===== src/rtl/watch_disp_pkg.sv =====
// Shared display definitions: scan state, debug view, segment glyphs, blank code.
package watch_disp_pkg;

   // Scan phase of the anode multiplexer.
   typedef enum logic {
      SCAN_ON   = 1'b0,
      SCAN_DEAD = 1'b1
   } scan_state_t;

   // Debug view of the scan FSM, exported by the driver.
   typedef struct packed {
      scan_state_t state;
      logic [2:0]  slot;
   } scan_dbg_t;

   // All cathodes (or all anodes) off, active-low.
   localparam logic [7:0] SEG_BLANK = 8'hFF;

   // Active-low gfedcba glyphs for hex digits; entry 15 listed first.
   localparam logic [15:0][6:0] SEG_GLYPH = {
      7'h0E, 7'h06, 7'h21, 7'h46,   // F E d C
      7'h03, 7'h08, 7'h10, 7'h00,   // b A 9 8
      7'h78, 7'h02, 7'h12, 7'h19,   // 7 6 5 4
      7'h30, 7'h24, 7'h79, 7'h40    // 3 2 1 0
   };

endpackage


===== src/rtl/seg7_encode.sv =====
// Combinational hex digit to seven-segment cathode encoder (active-low).
module seg7_encode
   import watch_disp_pkg::*;
(
   input  logic [3:0] digit,
   input  logic       dp_n,
   input  logic       enable,
   output logic [7:0] cathodes
);

   // Disabled digits go fully dark; the dp cathode follows dp_n directly.
   always_comb begin
      cathodes = SEG_BLANK;
      if (enable) begin
         cathodes = {dp_n, SEG_GLYPH[digit]};
      end
   end

endmodule


===== src/rtl/watch_scan_driver.sv =====
// Eight-digit multiplexed seven-segment scan driver with dead-time between
// slots and a per-frame shadow capture of the digit codes.
module watch_scan_driver
   import watch_disp_pkg::*;
#(
   parameter int ON_CYCLES   = 100000,
   parameter int DEAD_CYCLES = 1000
) (
   input  logic       clk_100MHz_i,
   input  logic       reset_i,
   input  logic [5:0] d1,
   input  logic [5:0] d2,
   input  logic [5:0] d3,
   input  logic [5:0] d4,
   input  logic [5:0] d5,
   input  logic [5:0] d6,
   input  logic [5:0] d7,
   input  logic [5:0] d8,
   output logic [7:0] an_o,
   output logic [7:0] dec_cat_o,
   output scan_dbg_t  dbg_o
);

   localparam int CNT_MAX = (ON_CYCLES > DEAD_CYCLES) ? ON_CYCLES : DEAD_CYCLES;
   localparam int CNT_W   = (CNT_MAX > 1) ? $clog2(CNT_MAX) : 1;
   localparam logic [CNT_W-1:0] ON_LAST   = CNT_W'(ON_CYCLES - 1);
   localparam logic [CNT_W-1:0] DEAD_LAST = (DEAD_CYCLES > 0) ? CNT_W'(DEAD_CYCLES - 1)
                                                              : {CNT_W{1'b0}};

   scan_state_t       state_q, state_d;
   logic [2:0]        slot_q, slot_d;
   logic [CNT_W-1:0]  cnt_q, cnt_d;
   logic [7:0][5:0]   shadow_q, shadow_d;
   logic [7:0][5:0]   d_all;
   logic              advance;
   logic [5:0]        code_d;
   logic [7:0]        enc_cat;
   logic [7:0]        an_d, cat_d;

   assign d_all = {d8, d7, d6, d5, d4, d3, d2, d1};

   // Next-state: ON/DEAD timing, slot advance and frame-start shadow capture.
   always_comb begin
      state_d  = state_q;
      slot_d   = slot_q;
      cnt_d    = cnt_q + CNT_W'(1);
      advance  = 1'b0;
      case (state_q)
         SCAN_ON: begin
            if (cnt_q == ON_LAST) begin
               cnt_d = '0;
               if (DEAD_CYCLES == 0) begin
                  advance = 1'b1;
               end else begin
                  state_d = SCAN_DEAD;
               end
            end
         end
         SCAN_DEAD: begin
            if (DEAD_CYCLES == 0 || cnt_q == DEAD_LAST) begin
               cnt_d   = '0;
               advance = 1'b1;
            end
         end
         default: begin
            state_d = SCAN_DEAD;
            cnt_d   = '0;
         end
      endcase
      if (advance) begin
         state_d = SCAN_ON;
         slot_d  = slot_q + 3'd1;
      end
      shadow_d = shadow_q;
      if (advance && slot_d == 3'd0) begin
         shadow_d = d_all;
      end
   end

   assign code_d = shadow_d[slot_d];

   seg7_encode u_seg7_encode (
      .digit    (code_d[4:1]),
      .dp_n     (code_d[0]),
      .enable   (code_d[5]),
      .cathodes (enc_cat)
   );

   // Output values for the state being entered, so pins change with the state.
   always_comb begin
      an_d  = SEG_BLANK;
      cat_d = SEG_BLANK;
      if (state_d == SCAN_ON) begin
         an_d  = ~(8'h01 << slot_d);
         cat_d = enc_cat;
      end
   end

   // State, shadow and output registers; reset blanks the display at once.
   always_ff @(posedge clk_100MHz_i or posedge reset_i) begin
      if (reset_i) begin
         state_q   <= SCAN_DEAD;
         slot_q    <= 3'd7;
         cnt_q     <= '0;
         shadow_q  <= '0;
         an_o      <= SEG_BLANK;
         dec_cat_o <= SEG_BLANK;
      end else begin
         state_q   <= state_d;
         slot_q    <= slot_d;
         cnt_q     <= cnt_d;
         shadow_q  <= shadow_d;
         an_o      <= an_d;
         dec_cat_o <= cat_d;
      end
   end

   // Debug view of the scan FSM.
   always_comb begin
      dbg_o.state = state_q;
      dbg_o.slot  = slot_q;
   end

endmodule


===== config.mk =====
export PLATFORM = sky130hd
export DESIGN_NAME = watch_scan_driver
export DESIGN_NICKNAME = d
export VERILOG_FILES = /design/src/rtl/watch_disp_pkg.sv /design/src/rtl/seg7_encode.sv /design/src/rtl/watch_scan_driver.sv
export SDC_FILE = /design/constraint.sdc
export NUM_CORES = 1
export LEC_CHECK = 0
export BUFFER_PORTS_ARGS = -buffer_cell sky130_fd_sc_hd__buf_2
export CORE_AREA = 5 5 97 99
export CTS_BUF_LIST = sky130_fd_sc_hd__clkbuf_4
export DETAILED_ROUTE_END_ITERATION = 10
export DIE_AREA = 0 0 102 104
export PLACE_DENSITY_LB_ADDON = 0.15
export SYNTH_ARGS = -nofsm -noshare
export SYNTH_HDL_FRONTEND = slang
export SYNTH_SLANG_ARGS = --single-unit

===== constraint.sdc =====
create_clock -name clk_100MHz_i -period 3.9 [get_ports clk_100MHz_i]
set_clock_uncertainty 0.1 [all_clocks]
set_input_delay 0.975 -clock clk_100MHz_i [delete_from_list [all_inputs] [get_ports clk_100MHz_i]]
set_output_delay 0.975 -clock clk_100MHz_i [all_outputs]
set_load 0.01 [all_outputs]

### Yosys cells after proc, flatten, opt, wreduce, memory -nomap -nowiden

Memories as Yosys holds them, arrays and structs flattened.
Cells that the tools add are included.

* add/sub/neg operators: 2
* shift operators: 1
* equality and inequality tests: 2
* mux-type cells: 16
* bitwise operators: 2
* $lt $le $gt $ge: 2
* reduce and logical (&&, ||, !) cells: 2

Operator list (count)
* $mux 48: 1
* $mux 17: 2
* $pmux 17 s2: 1
* $mux 8: 3
* $bmux 6 s3: 1
* $add 17x1->17 const B: 1
* $eq 17x10->1 const B: 1
* $eq 17x17->1 const B: 1
* $not 8->8: 1
* $shl 1x3->8 const A: 1
* $mux 7: 1
* $mux 6: 1
* $lt 4x5->1 const B: 1
* $mux 1: 5
* $lt 3x4->1 const B: 1
* $add 3x1->3 const B: 1
* $logic_not 3->1: 1
* $mux 3: 1
* $logic_and 1x1->1: 1
* $not 1->1: 1

* input port bits: 50
* memory bits (read-only): 112
* output and inout bits: 20
* register bits after elaboration: 85
* logic and storage cells: 41
* memories kept: 1

Memory list
* (no name shown): words 16, bits a word 7, read ports 1, clocked after memory_dff 0, write ports 0, line seg7_encode.sv:15 `cathodes = {dp_n, SEG_GLYPH[digit]};`

### Longest topological paths before layout

* depth in word-level cells: 13
* mapped depth: 16
* gate-level depth less buffers: 14

### By module

A second synthesis with hierarchy kept.

* cell total of the unflattened synthesis: 349
* area total of the unflattened synthesis: 4205.3 um^2

Modules (own cells, without submodules)
* watch_scan_driver: instances 1, area an instance 3895.0 um^2, sequential area each 2152.1 um^2, cells each 311
* seg7_encode: instances 1, area an instance 310.3 um^2, sequential area each 0.0 um^2, cells each 38

### Worst setup path before layout

OpenSTA, ideal clock, no wires.

* path kind: reg2reg
* start point: register slot_q[1]
* end point: register dec_cat_o[3]
* library setup time: 0.097 ns
* buffers on the path: 3
* arrival time: 3.676 ns
* data required time: 3.703 ns
* stages on the path, launching flop included: 17
* clock period less this slack: 3.872 ns
* slack: 0.028 ns
* path through: dfstp_2 > ha_1 > nand2b_1 > or2_2 > clkbuf_1 > nor3_4 > buf_6 > clkbuf_1 > nand2_1 > nand2_1 > mux2i_1 > a311oi_2 > inv_1 > ha_1 > nor2_1 > nor4bb_1 > a31oi_1

RTL lines
* start, declared: line watch_scan_driver.sv:31 `logic [2:0] slot_q, slot_d;`
* start signal, assigned: line watch_scan_driver.sv:110 `slot_q <= slot_d;`
* end signal, assigned: line watch_scan_driver.sv:114 `dec_cat_o <= cat_d;`
* end, declared: line watch_scan_driver.sv:20 `output logic [7:0] dec_cat_o,`

### Final worst setup path

* start point: register cnt_q[4]
* end point: register dec_cat_o[3]

* cells in the longest elaborated chain, start to end: 13
* elaborated cells between the ends (all ways): 17
* those cells by class: eq/ne: 2; mux: 12; reduce/logical: 2; memory: 1

RTL lines
* start, declared: line watch_scan_driver.sv:32 `logic [CNT_W-1:0] cnt_q, cnt_d;`
* start signal, assigned: line watch_scan_driver.sv:111 `cnt_q <= cnt_d;`
* $eq 17x10->1 (*): line watch_scan_driver.sv:60 `if (DEAD_CYCLES == 0 || cnt_q == DEAD_LAST) begin`
* $mux 1 (*): line watch_scan_driver.sv:60
* $mux 1 (*): line watch_scan_driver.sv:48 `case (state_q)`
* $mux 3 (*): line watch_scan_driver.sv:70 `if (advance) begin`
* via slot_d[0]: line watch_scan_driver.sv:31
* $logic_not 3->1: line watch_scan_driver.sv:75 `if (advance && slot_d == 3'd0) begin`
* $logic_and 1x1->1: line watch_scan_driver.sv:75
* $mux 48: line watch_scan_driver.sv:75
* $bmux 6 s3 (*): line watch_scan_driver.sv:80 `assign code_d = shadow_d[slot_d];`
* $mux 6 (not written as such) (*): line watch_scan_driver.sv:80
* $mem_v2 16x7
* $mux 7 (not written as such): line seg7_encode.sv:15
* $mux 8 (*): line seg7_encode.sv:14 `if (enable) begin`
* $mux 8 (*): line watch_scan_driver.sv:93 `if (state_d == SCAN_ON) begin`
* via cat_d[3]: line watch_scan_driver.sv:38 `logic [7:0] an_d, cat_d;`

Mark *: on every way through the listed nets, which the timed path passes. The rest lies on a longest branch. The select of a mux whose other input is x is not followed.

==> results.sh <==
export IMPL_critical_path_arrival_ps=3960
export IMPL_synth_area_leader_cell="dfrtp_1"
export IMPL_yosysTopAreaCellShare_pct=37.4
export IMPL_clk_latency_ps=430
export IMPL_r2r_cells=13
export IMPL_cts_max_level=3
export IMPL_synth_xor_area_share_pct=3.43
export IMPL_yosys_top_cells_area="dfrtp_1 37%, dfstp_2 12%, nand2_1 7.3%"
export IMPL_endpoint="dec_cat_o[3]"
export IMPL_drt_iter0_markers=117
export IMPL_nets=557
export IMPL_cts_root_buf="clkbuf_4"
export IMPL_die_area_sq_um=10600
export IMPL_wl_per_cell_um=16.5
export IMPL_portBuffers=69
export IMPL_grt_max_degree=86
export IMPL_yosysWarnings=0
export IMPL_r2r_setup_slack_ps=190
export IMPL_critPathMaxFanout=10
export IMPL_finalCritPeriodShare_pct=95.0
export IMPL_crit_chain="or4b_4 > or4_4 > o21ai_4 > and2_1 > inv_2 > mux2i_1 > nor2b_1 > a311oi_2 > inv_2 > ha_1 > nor2_1 > nor4bb_1 > a31oi_1"
export IMPL_via_per_inst=5.40
export IMPL_max_freq_mhz=270
export IMPL_synth_compound_gate_area_share_pct=10.9
export IMPL_dp_hpwl_mm=7.41
export IMPL_ir_drop_mv=0.196
export IMPL_wirelength_mm=10.1
export IMPL_yosysSeqAreaShare_pct=49.5
export IMPL_synthArstFlopShare_pct=100
export IMPL_grtUsageTotal_pct=19.1
export IMPL_drc_errors=0
export IMPL_crit_slowest_cell="or4b_4"
export IMPL_numCtsBuffers=9
export IMPL_cts_tree="built"
export IMPL_place_inst=594
export IMPL_path_delay_family="simple AND/OR/NAND/NOR gates"
export IMPL_relSlewSlack_pct=55.0
export IMPL_drive_above_1_share_pct=33.1
export IMPL_antenna_found_initial=0
export IMPL_die_y_um=104
export IMPL_hold_violations=0
export IMPL_via_count=3307
export IMPL_crit_path_start_kind="register"
export IMPL_drv_slew=0
export IMPL_r2r_start="cnt_q[4]"
export IMPL_grt_first_pass_wirelength_mm=16.1
export IMPL_layout_cells_non_filler=612
export IMPL_worst_slew_pin_transition_ps=674
export IMPL_synthAdderAreaFrac_pct=2.30
export IMPL_ant_nets=0
export IMPL_synth_commonest_cells="84 x nand2_1, 65 x dfrtp_1, 26 x nor2_1"
export IMPL_grt_pass1_vias=3286
export IMPL_ioPinCount=70
export IMPL_yosys_register_bits=85
export IMPL_cts_buffer_depth=2
export IMPL_rsz0062_at_grt="false"
export IMPL_worst_path_most_repeated_cell="inv_2"
export IMPL_syn2layout_area_growth_pct=17.0
export IMPL_rows=34
export IMPL_critPathBufInv=2
export IMPL_yosys_cell_count_top_type="nand2_1"
export IMPL_syn_inst=415
export IMPL_synth_top_family_by_area="simple AND/OR/NAND/NOR gates"
export IMPL_min_path_type="register to register"
export IMPL_cp_required_ps=4160
export IMPL_max_stage_delay_ps=570
export IMPL_ys_types=68
export IMPL_netlist_area_sq_um=4350
export IMPL_rr_endpoint="dec_cat_o[3]"
export IMPL_start_util_pct=51.3
export IMPL_leakage_nw=2.42
export IMPL_setup_viol=0
export IMPL_p_per_area_nw_per_um2=300
export IMPL_diodes=0
export IMPL_path_class="register to register"
export IMPL_cp_end_kind="register"
export IMPL_yosys_area_share_simple_pct=20.1
export IMPL_synth_edff_count=0
export IMPL_startpoint="cnt_q[4]"
export IMPL_fin_crit_ps=3710
export IMPL_core_sq_um=8470
export IMPL_clock_sinks=85
export IMPL_cp_depth=13
export IMPL_drtPass1Iterations=4
export IMPL_gp_congestion=0.872
export IMPL_gr_total_overflow=0
export IMPL_max_cap_viol_count=0
export IMPL_status="finished, final reports clean"
export IMPL_die_w_um=102
export IMPL_synthMuxAreaShare_pct=10.6
export IMPL_ys_flop_type="dfrtp_1"
export IMPL_postSynthAreaPerCell_sq_um=10.5
export IMPL_clk_pin_slew_worst_paths_ps=140
export IMPL_syn_num_nets=473
export IMPL_hold_buffers=0
export IMPL_fin_tns_setup_ps=0
[registers in the layout (all words and copies together) (netlist names)]
register / count
dec_cat_o: 8
an_o: 8
shadow_q: 48
slot_q: 3
state_q: 1
cnt_q: 17
[cell families after synthesis]
group                      count (synthesis)
and+or+nand+nor                          172
DFF                                       85
AOI/OAI and AO/OA                         59
muxes                                     41
buffers and inverters                     33
xor gates and xnor gates                  17
adders and majority gates                  8
[worst min path at each step]
stage | from | to | slack, ps | cells past startpoint
after floorplan | shadow_q[0] | shadow_q[0] | 330 | 2
after global placement | shadow_q[24] | shadow_q[24] | 350 | 2
after detailed placement | shadow_q[26] | shadow_q[26] | 350 | 2
after CTS | shadow_q[26] | shadow_q[26] | 380 | 2
after global routing | shadow_q[32] | shadow_q[32] | 410 | 2
final | shadow_q[6] | shadow_q[6] | 380 | 2
[metal layers]
layer	global-route usage [%]	part of all wire (%)
met5	0	0
met4	5.53	1.4
met3	4.43	5.1
met2	29.9	48
met1	26.4	46
[timing repair]
action	4_1_cts	5_1_grt
endpoints found under the hold margin	0	0
gates resized for setup	0	5
setup endpoints to repair	0	1
buffers inserted	0	2
[tightest hold or removal path, stage by stage (launching register included)]
cell	delay (ps)
dfrtp_1	350
nand2_1	60
nand2_1	50
[where the power goes]
group / total [mW] / leakage [nW] / switching [mW] / internal [mW]
Clock: 0.564 / 0.0850 / 0.307 / 0.257
Combinational: 0.0685 / 1.37 / 0.0391 / 0.0295
Sequential: 0.891 / 0.963 / 0.00166 / 0.889
[stage by stage]
step | utilization (%) | setup WS, ps | instance area, sq um | total power [mW] | hold slack (ps)
global route | 60.1 | 6.70 | 5080 | 1.58 | 407
global placement | 57.7 | 261 | 4890 | 0.975 | 345
finish | 60.1 | 194 | 5080 | 1.52 | 384
detailed placement | 57.7 | 184 | 4890 | 0.976 | 351
CTS | 59.6 | 167 | 5040 | 1.54 | 383
floorplan | - | 27.6 | 4350 | 0.937 | 329
[layout make-up]
class                   instances  area (sq um)
clock buffers                   9          67.6
fillers                       742          3380
inverters                      21          80.1
well taps                     108           135
repair buffers                 85           482
flip-flops and latches         85          2150
clock inverters                 7          90.1
multi-input cells             297          2080
[cell usage in the layout (no fill, tap or decap), types with 13 or more instances in the layout]
cell type,instances
dfrtp_1,65
buf_4,14
mux2i_1,19
mux2_2,15
a21oi_1,13
nor2_1,26
inv_1,16
buf_2,69
dfstp_2,20
nand2_1,84
Power figures use the tool's default switching activity.
